## config.mk

```make
export PLATFORM = sky130hd
export DESIGN_NAME = seg7_scan_driver
export DESIGN_NICKNAME = d
export VERILOG_FILES = /design/src/rtl/seg7_scan_driver_pkg.sv /design/src/rtl/seg7_scan_driver_hex7_decode.sv /design/src/rtl/seg7_scan_driver.sv
export SDC_FILE = /design/constraint.sdc
export NUM_CORES = 1
export LEC_CHECK = 0
export BUFFER_PORTS_ARGS = -buffer_cell sky130_fd_sc_hd__clkbuf_2
export CAP_MARGIN = 20
export CORE_UTILIZATION = 34
export CTS_BUF_LIST = sky130_fd_sc_hd__clkbuf_8
export DETAILED_ROUTE_END_ITERATION = 8
export GPL_TIMING_DRIVEN = 0
export PLACE_DENSITY_LB_ADDON = 0.1
export SLEW_MARGIN = 10
export SYNTH_ARGS = -nofsm -noshare
export SYNTH_HDL_FRONTEND = slang
export SYNTH_SLANG_ARGS = --single-unit
```

## constraint.sdc

```tcl
create_clock -name clk -period 2 [get_ports clk]
set_clock_uncertainty 0.05 [all_clocks]
set_input_delay 0.4 -clock clk [delete_from_list [all_inputs] [get_ports clk]]
set_output_delay 0.4 -clock clk [all_outputs]
set_load 0.1 [all_outputs]
```

## src/rtl/seg7_scan_driver_pkg.sv

```systemverilog
// Shared definitions for the 4-digit seven-segment scan driver: display constants,
// the active-low hex glyph table and the digit-scan state encoding.
package seg7_defs;

  localparam int DIGITS = 4;
  localparam logic [6:0] SEG_OFF = 7'h7F;
  localparam logic [3:0] AN_OFF  = 4'b1111;

  // Active-low glyphs, bit order {g,f,e,d,c,b,a}, indexed by nibble value.
  localparam logic [6:0] HEX7_LUT [16] = '{
    7'h40, 7'h79, 7'h24, 7'h30, 7'h19, 7'h12, 7'h02, 7'h78,
    7'h00, 7'h10, 7'h08, 7'h03, 7'h46, 7'h21, 7'h06, 7'h0E
  };

  typedef enum logic [1:0] {
    SCAN0 = 2'd0,
    SCAN1 = 2'd1,
    SCAN2 = 2'd2,
    SCAN3 = 2'd3
  } scan_state_e;

  // Index of the most significant non-zero nibble; 0 when the whole value is zero.
  function automatic logic [1:0] top_digit(input logic [15:0] v);
    logic [1:0] msd;
    msd = 2'd0;
    for (int k = 1; k < DIGITS; k++) begin
      if (v[4*k +: 4] != 4'h0) msd = 2'(k);
    end
    return msd;
  endfunction

endpackage

```

## src/rtl/seg7_scan_driver_hex7_decode.sv

```systemverilog
// Combinational 4-bit to 7-segment decoder, active-low cathodes {g..a}.
module hex7_decode
  import seg7_defs::*;
(
  input  logic [3:0] nibble_i,
  output logic [6:0] seg_o
);

  assign seg_o = HEX7_LUT[nibble_i];

endmodule

```

## src/rtl/seg7_scan_driver.sv

```systemverilog
// Multiplexes a 16-bit hex value onto a 4-digit common-anode display with tear-free
// frame-boundary updates. Define LEADING_ZERO_BLANK_EN to suppress leading zero digits.
module seg7_scan_driver
  import seg7_defs::*;
#(
  parameter int unsigned CLK_HZ     = 100_000_000,
  parameter int unsigned REFRESH_HZ = 1_000
) (
  input  logic        clk,
  input  logic        reset,
  input  logic [15:0] value,
  input  logic        load,
  input  logic        blank,
  output logic [6:0]  seg,
  output logic [3:0]  an,
  output logic        frame_tick
);

  localparam int unsigned DIV = CLK_HZ / REFRESH_HZ;
  localparam int unsigned PW  = (DIV > 1) ? $clog2(DIV) : 1;
  localparam logic [PW-1:0] PRESC_LAST = PW'(DIV - 1);

  scan_state_e     state_q, state_d;
  logic [PW-1:0]   presc_q, presc_d;
  logic [15:0]     pending_q, pending_d;
  logic [15:0]     shadow_q, shadow_d;
  logic [3:0]      an_q, an_d;
  logic [6:0]      seg_q, seg_d;
  logic            wrap_q;
  logic            frame_tick_q;

  logic            step;
  logic            wrap;
  logic [1:0]      idx;
  logic [3:0]      nibble;
  logic [6:0]      dec_seg;
  logic            lit;

  assign step = (presc_q == PRESC_LAST);
  assign wrap = step && (state_q == SCAN3);
  assign idx  = state_q;

  // NOTE: sequential state is written with <= so every register samples pre-edge values.
  always_ff @(posedge clk) begin
    if (reset) state_q <= SCAN0;
    else       state_q <= state_d;
  end

  // NOTE: every comb output gets a default first so no path leaves it unassigned (no latch).
  always_comb begin
    state_d = state_q;
    if (step) begin
      case (state_q)
        SCAN0:   state_d = SCAN1;
        SCAN1:   state_d = SCAN2;
        SCAN2:   state_d = SCAN3;
        SCAN3:   state_d = SCAN0;
        default: state_d = SCAN0;
      endcase
    end
  end

  assign nibble = shadow_q[{idx, 2'b00} +: 4];

  hex7_decode u_hex7_decode (
    .nibble_i (nibble),
    .seg_o    (dec_seg)
  );

  always_comb begin
`ifdef LEADING_ZERO_BLANK_EN
    lit = (idx <= top_digit(shadow_q));
`else
    lit = 1'b1;
`endif
    an_d  = AN_OFF;
    seg_d = SEG_OFF;
    if (!blank && lit) begin
      an_d  = ~(4'b0001 << idx);
      seg_d = dec_seg;
    end
  end

  // A load coinciding with the frame wrap bypasses pending so it shows this frame.
  always_comb begin
    presc_d   = step ? '0 : presc_q + 1'b1;
    pending_d = load ? value : pending_q;
    shadow_d  = shadow_q;
    if (wrap) shadow_d = load ? value : pending_q;
  end

  always_ff @(posedge clk) begin
    if (reset) begin
      presc_q      <= '0;
      pending_q    <= '0;
      shadow_q     <= '0;
      an_q         <= AN_OFF;
      seg_q        <= SEG_OFF;
      wrap_q       <= 1'b0;
      frame_tick_q <= 1'b0;
    end else begin
      presc_q      <= presc_d;
      pending_q    <= pending_d;
      shadow_q     <= shadow_d;
      an_q         <= an_d;
      seg_q        <= seg_d;
      wrap_q       <= wrap;
      frame_tick_q <= wrap_q;
    end
  end

  assign seg        = seg_q;
  assign an         = an_q;
  assign frame_tick = frame_tick_q;

endmodule
```

==> results of run 1 <==
## worst max path at each step
stage | start | endpoint | slack (ns) | cells past startpoint
floorplan | idx[0] | seg[3] | -0.001 | 7
global placement | presc_q[0] | shadow_q[14] | -0.21 | 7
detailed placement | presc_q[0] | shadow_q[8] | -0.22 | 7
CTS | idx[0] | seg[3] | -0.06 | 7
global route | idx[0] | seg[3] | -0.12 | 7
finish | idx[0] | seg[3] | -0.05 | 7
## power groups by stage
stage / registers (mW) / clock network (mW) / logic [mW]
floorplan: 1.40 / 0 / 0.0673
global placement: 1.35 / 0 / 0.171
detailed placement: 1.35 / 0 / 0.171
CTS: 1.32 / 1.01 / 0.174
global route: 1.33 / 1.08 / 0.187
finish: 1.32 / 0.963 / 0.170
## layer usage
metal | wire, um | global-route usage, % | up-vias
li1 | - | - | 1039
met1 | 2800 | 18.0 | 960
met2 | 2870 | 24.8 | 33
met3 | 226 | 5.10 | 7
met4 | 74 | 5.00 | 0
met5 | 0 | 0 | -
## Yosys cell counts, types with 3 or more instances
master and instances:
dfxtp_1 64, nor2_1 32, mux2i_1 19, nor2b_1 17, ha_1 12, nand2_1 11
inv_1 10, mux2_4 10, nand3_1 7, xor2_1 7, clkbuf_1 6, mux2_2 6
nand4_1 6, mux4_2 5, nand2b_1 4, nor3_1 4, xnor2_1 4, a21oi_1 3
a221o_1 3, buf_2 3, nor4_1 3, o21ai_0 3
## kinds of logic after synthesis
family,Yosys count
compound gates,18
xor+xnor,11
fa+ha+maj,12
buf+inv,22
flops,64
mux,40
simple gates,101
## cells in the final DEF, fill, tap and decap left out, types with 3 or more instances in the layout
master	synthesis	routed
mux2i_1	19	19
nand2b_1	4	3
buf_6	2	3
nor4_1	3	3
o21ai_0	3	3
dfxtp_1	64	60
a21oi_1	3	3
mux4_2	5	5
inv_2	0	3
nand3_1	7	7
nand2_1	11	11
inv_1	10	8
clkinvlp_4	0	3
nand4_1	6	6
clkbuf_8	0	10
nor2b_1	17	17
buf_4	0	9
clkbuf_2	0	30
nor3_1	4	4
xnor2_1	4	4
xor2_1	7	7
ha_1	12	9
mux2_4	10	10
a221o_1	3	3
nor2_1	32	32
mux2_2	6	6
clkbuf_1	6	6
## critical path, delay by kind of cell, from the launching register on
family / cells / cell delay [ns]
muxes: 2 / 1.01
DFF: 1 / 0.34
buffers and inverters: 3 / 0.25
and+or+nand+nor: 1 / 0.15
adders and majority gates: 1 / 0.14
## registers in the layout, summed over array words and instances (netlist names)
name and cells:
an 4, frame_tick 1, idx 2, pending_q 16, presc_q 17, seg 7
shadow_q 16, wrap_q 1
## layout make-up
type / instances / share of cell area [%]
plain buffers: 12 / 2.49
clock buffers: 10 / 3.97
clock inverters: 6 / 1.05
inverters: 10 / 1.08
multi-input cells: 183 / 44.0
flip-flops and latches: 64 / 37.3
well taps: 105 / 3.79
repair buffers: 39 / 6.29
## through the flow
step | power, mW | area [um2]
after floorplan | 1.47 | 2880
after global placement | 1.52 | 3160
after detailed placement | 1.52 | 3160
after CTS | 2.50 | 3410
after global routing | 2.59 | 3460
final | 2.46 | 3460
## what timing repair did
action	in CTS	in global routing
endpoints found under the setup margin	28	23
hold buffers	0	0
pin swaps	0	0
gates cloned	0	1
buffers inserted	6	3
endpoints found under the hold margin	0	0
resized for setup	9	2
==> results by group, run 1 <==
Status
  – Status: complete, but fails checks
  – Failing checks: setup timing

Final layout
  – Post-Layout Cell Count: 429
  – Area growth syn-to-layout: 20.6%
  – Layout cells sized above 1: 30.9%
  – Ant. Diodes: 0
  – Fillers: 819
  – Net count reported at finish: 351
  – Multi-input logic area: 1530 um2
  – Final core occ: 42.4%
  – Reg area: 1290 um2

Setup path
  – Reg2reg end: seg[3]
  – Crit path DAT: 2.21 ns
  – CP cell instances: buf_6, mux4_2, inv_2, ha_1, inv_2, mux4_2, nand2b_4
  – CP required: 2.16 ns
  – CP Launch Type: flop
  – CP max stage delay: 0.56 ns
  – Worst Setup End Kind: flop
  – Reg2Reg Depth: 7
  – Flop-to-flop setup slack: -0.05 ns
  – Crit path max fanout: 4
  – Slowest-stage cell, CP: mux4_2
  – Critical path type: flop to flop
  – Crit Reg-Reg Startpoint: idx[0]

Place
  – Dpl cells: 403
  – Hpwl dp: 4070 um
  – Pre-CTS WS: -0.224 ns
  – Port-buffer cells: 30
  – GPL Wtd Cong: 0.739

Power
  – P_int: 1.83 mW
  – Leakage: 1.43 nW
  – Sw power: 0.624 mW
  – Power Density: 709 nW/um2
  – Comb pwr share: 6.9%
  – Maximum vdd drop: 0.000442 V
  – Switching share of power: 25.4%
  – Clk pwr share: 39.2%
  – Register share of total power: 53.8%

Clock tree
  – Root Driver: clkbuf_8
  – Clock latency on the worst-skew pair: 0.34 ns
  – H-tree Lvls: 3
  – CTS max path bufs: 2
  – Inserted Clock Buffers: 9
  – Worst-path clk slew: 0.07 ns
  – Sinks on Clock Net: 64
  – Clock tree from TritonCTS: yes

STA
  – Fin. Hold Viols: 0
  – Fin crit period: 2.05 ns
  – Worst Tran Pin Value: 0.668 ns
  – RSZ-0062 raised after global routing: true
  – Period Utilization, post-route: 102%
  – Final setup vio count: 1
  – Max Clock Freq: 488 MHz
  – Slew margin rel.: 55.3%
  – Sum of negative setup slack: -0.0500 ns
  – Setup WS post-layout: -0.0500 ns
  – Final Max Slew Viols: 0
  – Worst hold margin: 0.292 ns

Logic synthesis
  – Syn Std Cell Area: 2870 um2
  – Most area-hungry cell type in the Yosys netlist: dfxtp_1
  – Synth Area in Simple Gates: 20.1%
  – Largest family of logic cells by synthesized area: simple AND/OR/NAND/NOR gates
  – Sequential cell area fraction in the yosys report: 44.6%
  – Gate Count Post-Synth: 268
  – Post-synth EDFFs: 0
  – YS warnings: 0
  – Mux contribution to synthesized area: 18.1%
  – Syn avg cell area: 10.7 um2
  – Synth Net Count: 300
  – Post-synthesis compound-gate area fraction: 4.49%
  – Synth top area share: 44.6%
  – Xor-xnor portion of the synthesized cell area: 3.36%
  – Synth Flop Type: dfxtp_1
  – FF+latch count, synth: 64
  – Synth async-reset ratio: 0%
  – Area contributors post-synth: dfxtp_1 (45%), mux2i_1 (6.6%), ha_1 (5.2%)
  – Synth Area in Adders: 5.23%
  – Yosys cell types: 44

Routing
  – Vias/cell: 4.75
  – Drt pass-1 iters: 4
  – DRC violations left: 0
  – Post-route ant nets: 0
  – WL per Instance: 13.9 um
  – Vias: 2039
  – Post-Route WL: 5970 um
  – DR iter-0 viols: 54

Global routing
  – Pin count of the biggest net entering global routing: 12
  – First-pass GRT wire length: 9940 um
  – Total track usage: 14.9%
  – Vias in the first global route: 2026
  – GR Overflow Total: 0
  – Initial antenna violation count: 0

Worst hold path
  – Hold Crit Class: input pin to flop
  – Hold EP: pending_q[9]
  – Hold path depth: 3
  – Hold_sp: value[9]

Die
  – Die area: 8820 um2
  – I/O pin count: 32
  – Width of the die: 93.9 um
  – Row count: 33
  – Die Height: 93.9 um
  – Initial Utilization: 35.1%
  – Core Area: 8180 um2

Job
  – Max cap viols: 0
(Power assumes the default switching activity.)
==> run 2: changes to the inputs <==
- SETUP_SLACK_MARGIN: default -> 0.3
==> run 2 against run 1 <==
Compared with the run above:
- the run still ends with setup timing left
- cell count is 4.0% higher
- die area stayed put
- total power is 18% higher
- routed wire length is 0.90% higher
- clock power is 45% higher
- largest cell class unchanged
- highest routed layer unchanged
==> results by group, run 2 (same netlist as run 1, synthesis figures left out) <==
Power
  – Final Power: 2.90 mW (was 2.46 mW)
  – Power Density: 763 nW/um2 (was 709 nW/um2)
  – Leakage: 1.61 nW (was 1.43 nW)
  – Maximum vdd drop: 0.000511 V (was 0.000442 V)

Final layout
  – Max reg flops: 17 (unchanged)
  – Top Registers: presc_q (17), pending_q (16), shadow_q (16) (unchanged)
  – Final instance area: 3800 um2 (was 3460 um2)
  – Most frequent cells in the layout: dfxtp_1 (53), nor2_1 (32), clkbuf_2 (30) (was dfxtp_1 (60), nor2_1 (32), clkbuf_2 (30))
  – Area growth syn-to-layout: 32.2% (was 20.6%)
  – Reg with most FFs: presc_q (unchanged)
  – Ant. Diodes: 0 (unchanged)
  – Net count reported at finish: 368 (was 351)
  – Commonest non-fill, non-tap cell in the layout: dfxtp_1 (unchanged)
  – Fillers: 796 (was 819)
  – Post-Layout Cell Count: 446 (was 429)
  – Layout cells sized above 1: 40.2% (was 30.9%)

Clock tree
  – Sinks on Clock Net: 64 (unchanged)
  – H-tree Lvls: 3 (unchanged)
  – Clock tree from TritonCTS: yes (unchanged)
  – CTS max path bufs: 2 (unchanged)
  – Clock latency on the worst-skew pair: 0.34 ns (about the same)
  – Inserted Clock Buffers: 9 (unchanged)
  – Worst-path clk slew: 0.07 ns (about the same)
  – Root Driver: clkbuf_8 (unchanged)

STA
  – Slew margin rel.: 56.3% (was 55.3%)
  – Sum of negative setup slack: -0.0827 ns (was -0.0500 ns)
  – Setup WS post-layout: -0.0713 ns (was -0.0500 ns)
  – RSZ-0062 raised after global routing: true (unchanged)
  – Fin crit period: 2.07 ns (was 2.05 ns)
  – Final Max Slew Viols: 0 (unchanged)
  – Max Clock Freq: 483 MHz (was 488 MHz)
  – Fin. Hold Viols: 0 (unchanged)
  – Period Utilization, post-route: 104% (was 102%)
  – Worst Tran Pin Value: 0.653 ns (was 0.668 ns)
  – Final setup vio count: 2 (was 1)

Worst hold path
  – Hold path depth: 3 (unchanged)
  – Hold Crit Class: input pin to flop (unchanged)
  – Hold EP: pending_q[9] (unchanged)
  – Hold_sp: value[9] (unchanged)

Setup path
  – Crit path DAT: 2.23 ns (was 2.21 ns)
  – Reg2reg end: seg[3] (unchanged)
  – Worst Setup End Kind: flop (unchanged)
  – CP required: 2.16 ns (about the same)
  – Critical path type: flop to flop (unchanged)
  – Crit path max fanout: 4 (unchanged)
  – Crit Reg-Reg Startpoint: idx[0] (unchanged)
  – CP Launch Type: flop (unchanged)
  – Flop-to-flop setup slack: -0.07 ns (was -0.05 ns)
  – Reg2Reg Depth: 7 (unchanged)

Global routing
  – GR Overflow Total: 0 (unchanged)
  – Pin count of the biggest net entering global routing: 12 (unchanged)
  – Vias in the first global route: 2079 (was 2026)
  – First-pass GRT wire length: 10100 um (was 9940 um)
  – Total track usage: 15.4% (was 14.9%)
  – Initial antenna violation count: 0 (unchanged)

Die
  – Die area: 8820 um2 (unchanged)
  – I/O pin count: 32 (unchanged)
  – Initial Utilization: 35.1% (unchanged)
  – Die Height: 93.9 um (unchanged)
  – Row count: 33 (unchanged)
  – Width of the die: 93.9 um (unchanged)
  – Core Area: 8180 um2 (unchanged)

Place
  – Hpwl dp: 4020 um (was 4070 um)
  – Dpl cells: 403 (unchanged)
  – Port-buffer cells: 30 (unchanged)
  – Placed cell area: 3190 um2 (was 3160 um2)
  – GPL Wtd Cong: 0.731 (was 0.739)

Routing
  – Drt pass-1 iters: 4 (unchanged)
  – Post-route ant nets: 0 (unchanged)
  – DRC violations left: 0 (unchanged)
  – DR iter-0 viols: 66 (was 54)
  – Vias/cell: 4.66 (was 4.75)
  – WL per Instance: 13.5 um (was 13.9 um)
  – Vias: 2080 (was 2039)
  – Post-Route WL: 6030 um (was 5970 um)

Job
  – Max cap viols: 0 (unchanged)

Status
  – Failing checks: setup timing (unchanged)
  – Status: complete, but fails checks (unchanged)
run 2: layout make-up:
type | instances | area (um2) | area share (%)
timing repair buffer | 57 | 395 | 10.4
multi-input combinational | 182 | 1580 | 41.5
clock buffer | 11 | 151 | 3.99
inverter | 10 | 37.5 | 0.988
tap | 105 | 131 | 3.46
sequential | 64 | 1300 | 34.2
buffer | 12 | 103 | 2.70
clock inverter | 5 | 103 | 2.70
run 2: report_power, final:
group | leakage [nW] | total [mW] | internal, mW | switching (mW)
combinational | 0.957 | 0.185 | 0.0595 | 0.125
sequential | 0.527 | 1.32 | 1.31 | 0.0129
clock | 0.126 | 1.40 | 0.894 | 0.502
total | 1.61 | 2.90 | 2.26 | 0.640
run 2: layer usage:
layer | wire length, um | global-route usage (%)
met1 | 3010 | 19.6
met4 | 63 | 4.23
met3 | 246 | 5.99
met2 | 2710 | 24.0
met5 | 0 | 0
run 2: through the flow:
step | util (%) | setup WS (ns) | hold WS, ns
final | 46.4 | -0.0713 | 0.295
after global routing | 46.4 | -0.161 | 0.294
after CTS | 44.9 | -0.0706 | 0.286
after detailed placement | 39.0 | -0.137 | 0.376
after global placement | 39.0 | -0.142 | 0.393
after floorplan | - | -0.000893 | 0.364
run 2: how the worst max path moves through the flow:
stage,start,to,slack [ns]
4_1_cts,idx[0],seg[3],-0.07
5_1_grt,idx[0],seg[3],-0.16
2_1_floorplan,idx[0],seg[3],-0.0009
3_5_place_dp,idx[0],seg[3],-0.14
3_3_place_gp,idx[0],seg[3],-0.14
6_report,idx[0],seg[3],-0.07
run 2: worst max-delay path, stage by stage, from the launching register on:
cell and delay [ns]:
dfxtp_2 0.35, buf_6 0.12, mux4_2 0.57, inv_2 0.12, ha_4 0.13, inv_2 0.03
mux4_2 0.43, nand2b_4 0.14
run 2: repair_timing:
item                                    4_1_cts  5_1_grt
gates resized for setup                      21       21
buffers inserted                             20        6
hold buffers                                  0        0
pin swaps                                     6        7
cloned                                        1        0
endpoints found under the setup margin       35       35
==> run 3: changes to the inputs <==
- CELL_PAD_IN_SITES_DETAIL_PLACEMENT: default -> 1
- CELL_PAD_IN_SITES_GLOBAL_PLACEMENT: default -> 2
==> run 3 against run 2 <==
Compared with the run above:
- largest cell class unchanged
- the flow still finishes with violations (setup timing)
- highest routed layer unchanged
- first-iteration DRC count down 62%
- sequential power about the same
- critical path type unchanged
- non-clock buffer count up 3
- routed wire length up 14%
- global-route usage up 1.4 points
- worst hold slack better by 0.0084 ns
- cell count up 0.67%
- critical path depth unchanged
==> results by group, run 3 (same netlist as run 1, synthesis figures left out) <==
Power
  – Final Power: 2.86 mW (was 2.90 mW)
  – Power Density: 746 nW/um2 (was 763 nW/um2)
  – Leakage: 1.63 nW (was 1.61 nW)
  – Maximum vdd drop: 0.000364 V (was 0.000511 V)

Final layout
  – Max reg flops: 17 (unchanged)
  – Most frequent cells in the layout: dfxtp_1 (50), nor2_1 (32), clkbuf_2 (30) (was dfxtp_1 (53), nor2_1 (32), clkbuf_2 (30))
  – Top Registers: presc_q (17), pending_q (16), shadow_q (16) (unchanged)
  – Commonest non-fill, non-tap cell in the layout: dfxtp_1 (unchanged)
  – Net count reported at finish: 371 (was 368)
  – Fillers: 920 (was 796)
  – Reg area: 1300 um2 (about the same)
  – Multi-input logic area: 1600 um2 (was 1580 um2)
  – Area growth syn-to-layout: 33.6% (was 32.2%)
  – Ant. Diodes: 0 (unchanged)
  – Final instance area: 3840 um2 (was 3800 um2)
  – Reg with most FFs: presc_q (unchanged)
  – Post-Layout Cell Count: 449 (was 446)
  – Final core occ: 46.9% (was 46.4%)
  – Layout cells sized above 1: 41.9% (was 40.2%)

Die
  – Row count: 33 (unchanged)
  – I/O pin count: 32 (unchanged)
  – Initial Utilization: 35.1% (unchanged)
  – Die Height: 93.9 um (unchanged)
  – Die area: 8820 um2 (unchanged)
  – Width of the die: 93.9 um (unchanged)
  – Core Area: 8180 um2 (unchanged)

STA
  – Max Clock Freq: 472 MHz (was 483 MHz)
  – Fin. Hold Viols: 0 (unchanged)
  – Final setup vio count: 2 (unchanged)
  – Period Utilization, post-route: 106% (was 104%)
  – Worst hold margin: 0.303 ns (was 0.295 ns)
  – Setup WS post-layout: -0.121 ns (was -0.0713 ns)
  – Fin crit period: 2.12 ns (was 2.07 ns)
  – Worst Tran Pin Value: 0.656 ns (was 0.653 ns)
  – Final Max Slew Viols: 0 (unchanged)
  – RSZ-0062 raised after global routing: true (unchanged)
  – Slew margin rel.: 56.1% (was 56.3%)

Global routing
  – Pin count of the biggest net entering global routing: 13 (was 12)
  – First-pass GRT wire length: 11000 um (was 10100 um)
  – Initial antenna violation count: 0 (unchanged)
  – GR Overflow Total: 0 (unchanged)
  – Vias in the first global route: 2156 (was 2079)
  – Total track usage: 16.8% (was 15.4%)

Place
  – GPL Wtd Cong: 0.723 (was 0.731)
  – Port-buffer cells: 30 (unchanged)
  – Dpl cells: 403 (unchanged)
  – Hpwl dp: 4380 um (was 4020 um)
  – Placed cell area: 3190 um2 (unchanged)

Setup path
  – Flop-to-flop setup slack: -0.12 ns (was -0.07 ns)
  – CP Launch Type: flop (unchanged)
  – Crit path DAT: 2.29 ns (was 2.23 ns)
  – Critical path type: flop to flop (unchanged)
  – CP startpoint: idx[0] (unchanged)
  – CP required: 2.17 ns (was 2.16 ns)
  – Reg2Reg Depth: 7 (unchanged)
  – Worst Setup End Kind: flop (unchanged)
  – Crit path max fanout: 5 (was 4)
  – Crit Reg-Reg Startpoint: idx[0] (unchanged)

Worst hold path
  – Hold Crit Class: input pin to flop (unchanged)
  – Hold_sp: value[1] (was value[9])
  – Hold path depth: 3 (unchanged)

Routing
  – Post-route ant nets: 0 (unchanged)
  – Vias: 2153 (was 2080)
  – DRC violations left: 0 (unchanged)
  – Drt pass-1 iters: 4 (unchanged)
  – Post-Route WL: 6880 um (was 6030 um)
  – WL per Instance: 15.3 um (was 13.5 um)
  – DR iter-0 viols: 25 (was 66)
  – Vias/cell: 4.80 (was 4.66)

Clock tree
  – Root Driver: clkbuf_8 (unchanged)
  – Clock latency on the worst-skew pair: 0.34 ns (about the same)
  – Sinks on Clock Net: 64 (unchanged)
  – Worst-path clk slew: 0.08 ns (was 0.07 ns)
  – Inserted Clock Buffers: 9 (unchanged)
  – H-tree Lvls: 3 (unchanged)
  – Clock tree from TritonCTS: yes (unchanged)
  – CTS max path bufs: 2 (unchanged)

Job
  – Max cap viols: 0 (unchanged)

Status
  – Status: complete, but fails checks (unchanged)
  – Failing checks: setup timing (unchanged)
-- run 3: path summary, 6_finish.rpt --
| kind | end |
|---|---|
| worst max-delay path | seg[3] |
| worst min-delay path | pending_q[1] |
| worst max register to register | seg[3] |
| worst min register to register | frame_tick |
-- run 3: worst max-delay path, cell delays in order (launching register included) --
cell,delay (ns)
dfxtp_2,0.34
buf_6,0.12
mux4_2,0.60
inv_2,0.13
ha_4,0.14
inv_2,0.03
mux4_2,0.45
nand2b_4,0.14
-- run 3: what timing repair did --
item	4_1_cts	5_1_grt
setup buffers	17	12
hold endpoints to repair	0	0
hold buffers	0	0
endpoints found under the setup margin	35	35
resized for setup	27	22
pin swaps	5	11
gates cloned	1	0
-- run 3: stage by stage --
stage	setup TNS, ns	setup slack (ns)
final	-0.160	-0.121
after global routing	-0.306	-0.176
after CTS	-0.0631	-0.0631
after detailed placement	-0.149	-0.149
after global placement	-0.126	-0.126
after floorplan	-0.000893	-0.000893
-- run 3: area by class of cell --
cell class              instances  share of cell area (%)
multi-input cells             182                    41.7
flip-flops and latches         64                    34.0
repair buffers                 60                    10.8
well taps                     105                    3.42
clock buffers                   9                    3.23
clock inverters                 7                    3.10
plain buffers                  12                    2.77
inverters                      10                   0.978
-- run 3: report_power, final --
part	total (mW)	switching (mW)	internal, mW
sequential	1.32	0.0133	1.31
clock	1.36	0.525	0.830
combinational	0.188	0.127	0.0611
-- run 3: metal layers --
layer  up-vias  wire length, um  track usage (%)
li1       1080                -                -
met1      1037             3410             22.0
met2        27             3190             26.2
met3         9              165             3.56
met4         0              110             7.69
met5         -                0                0
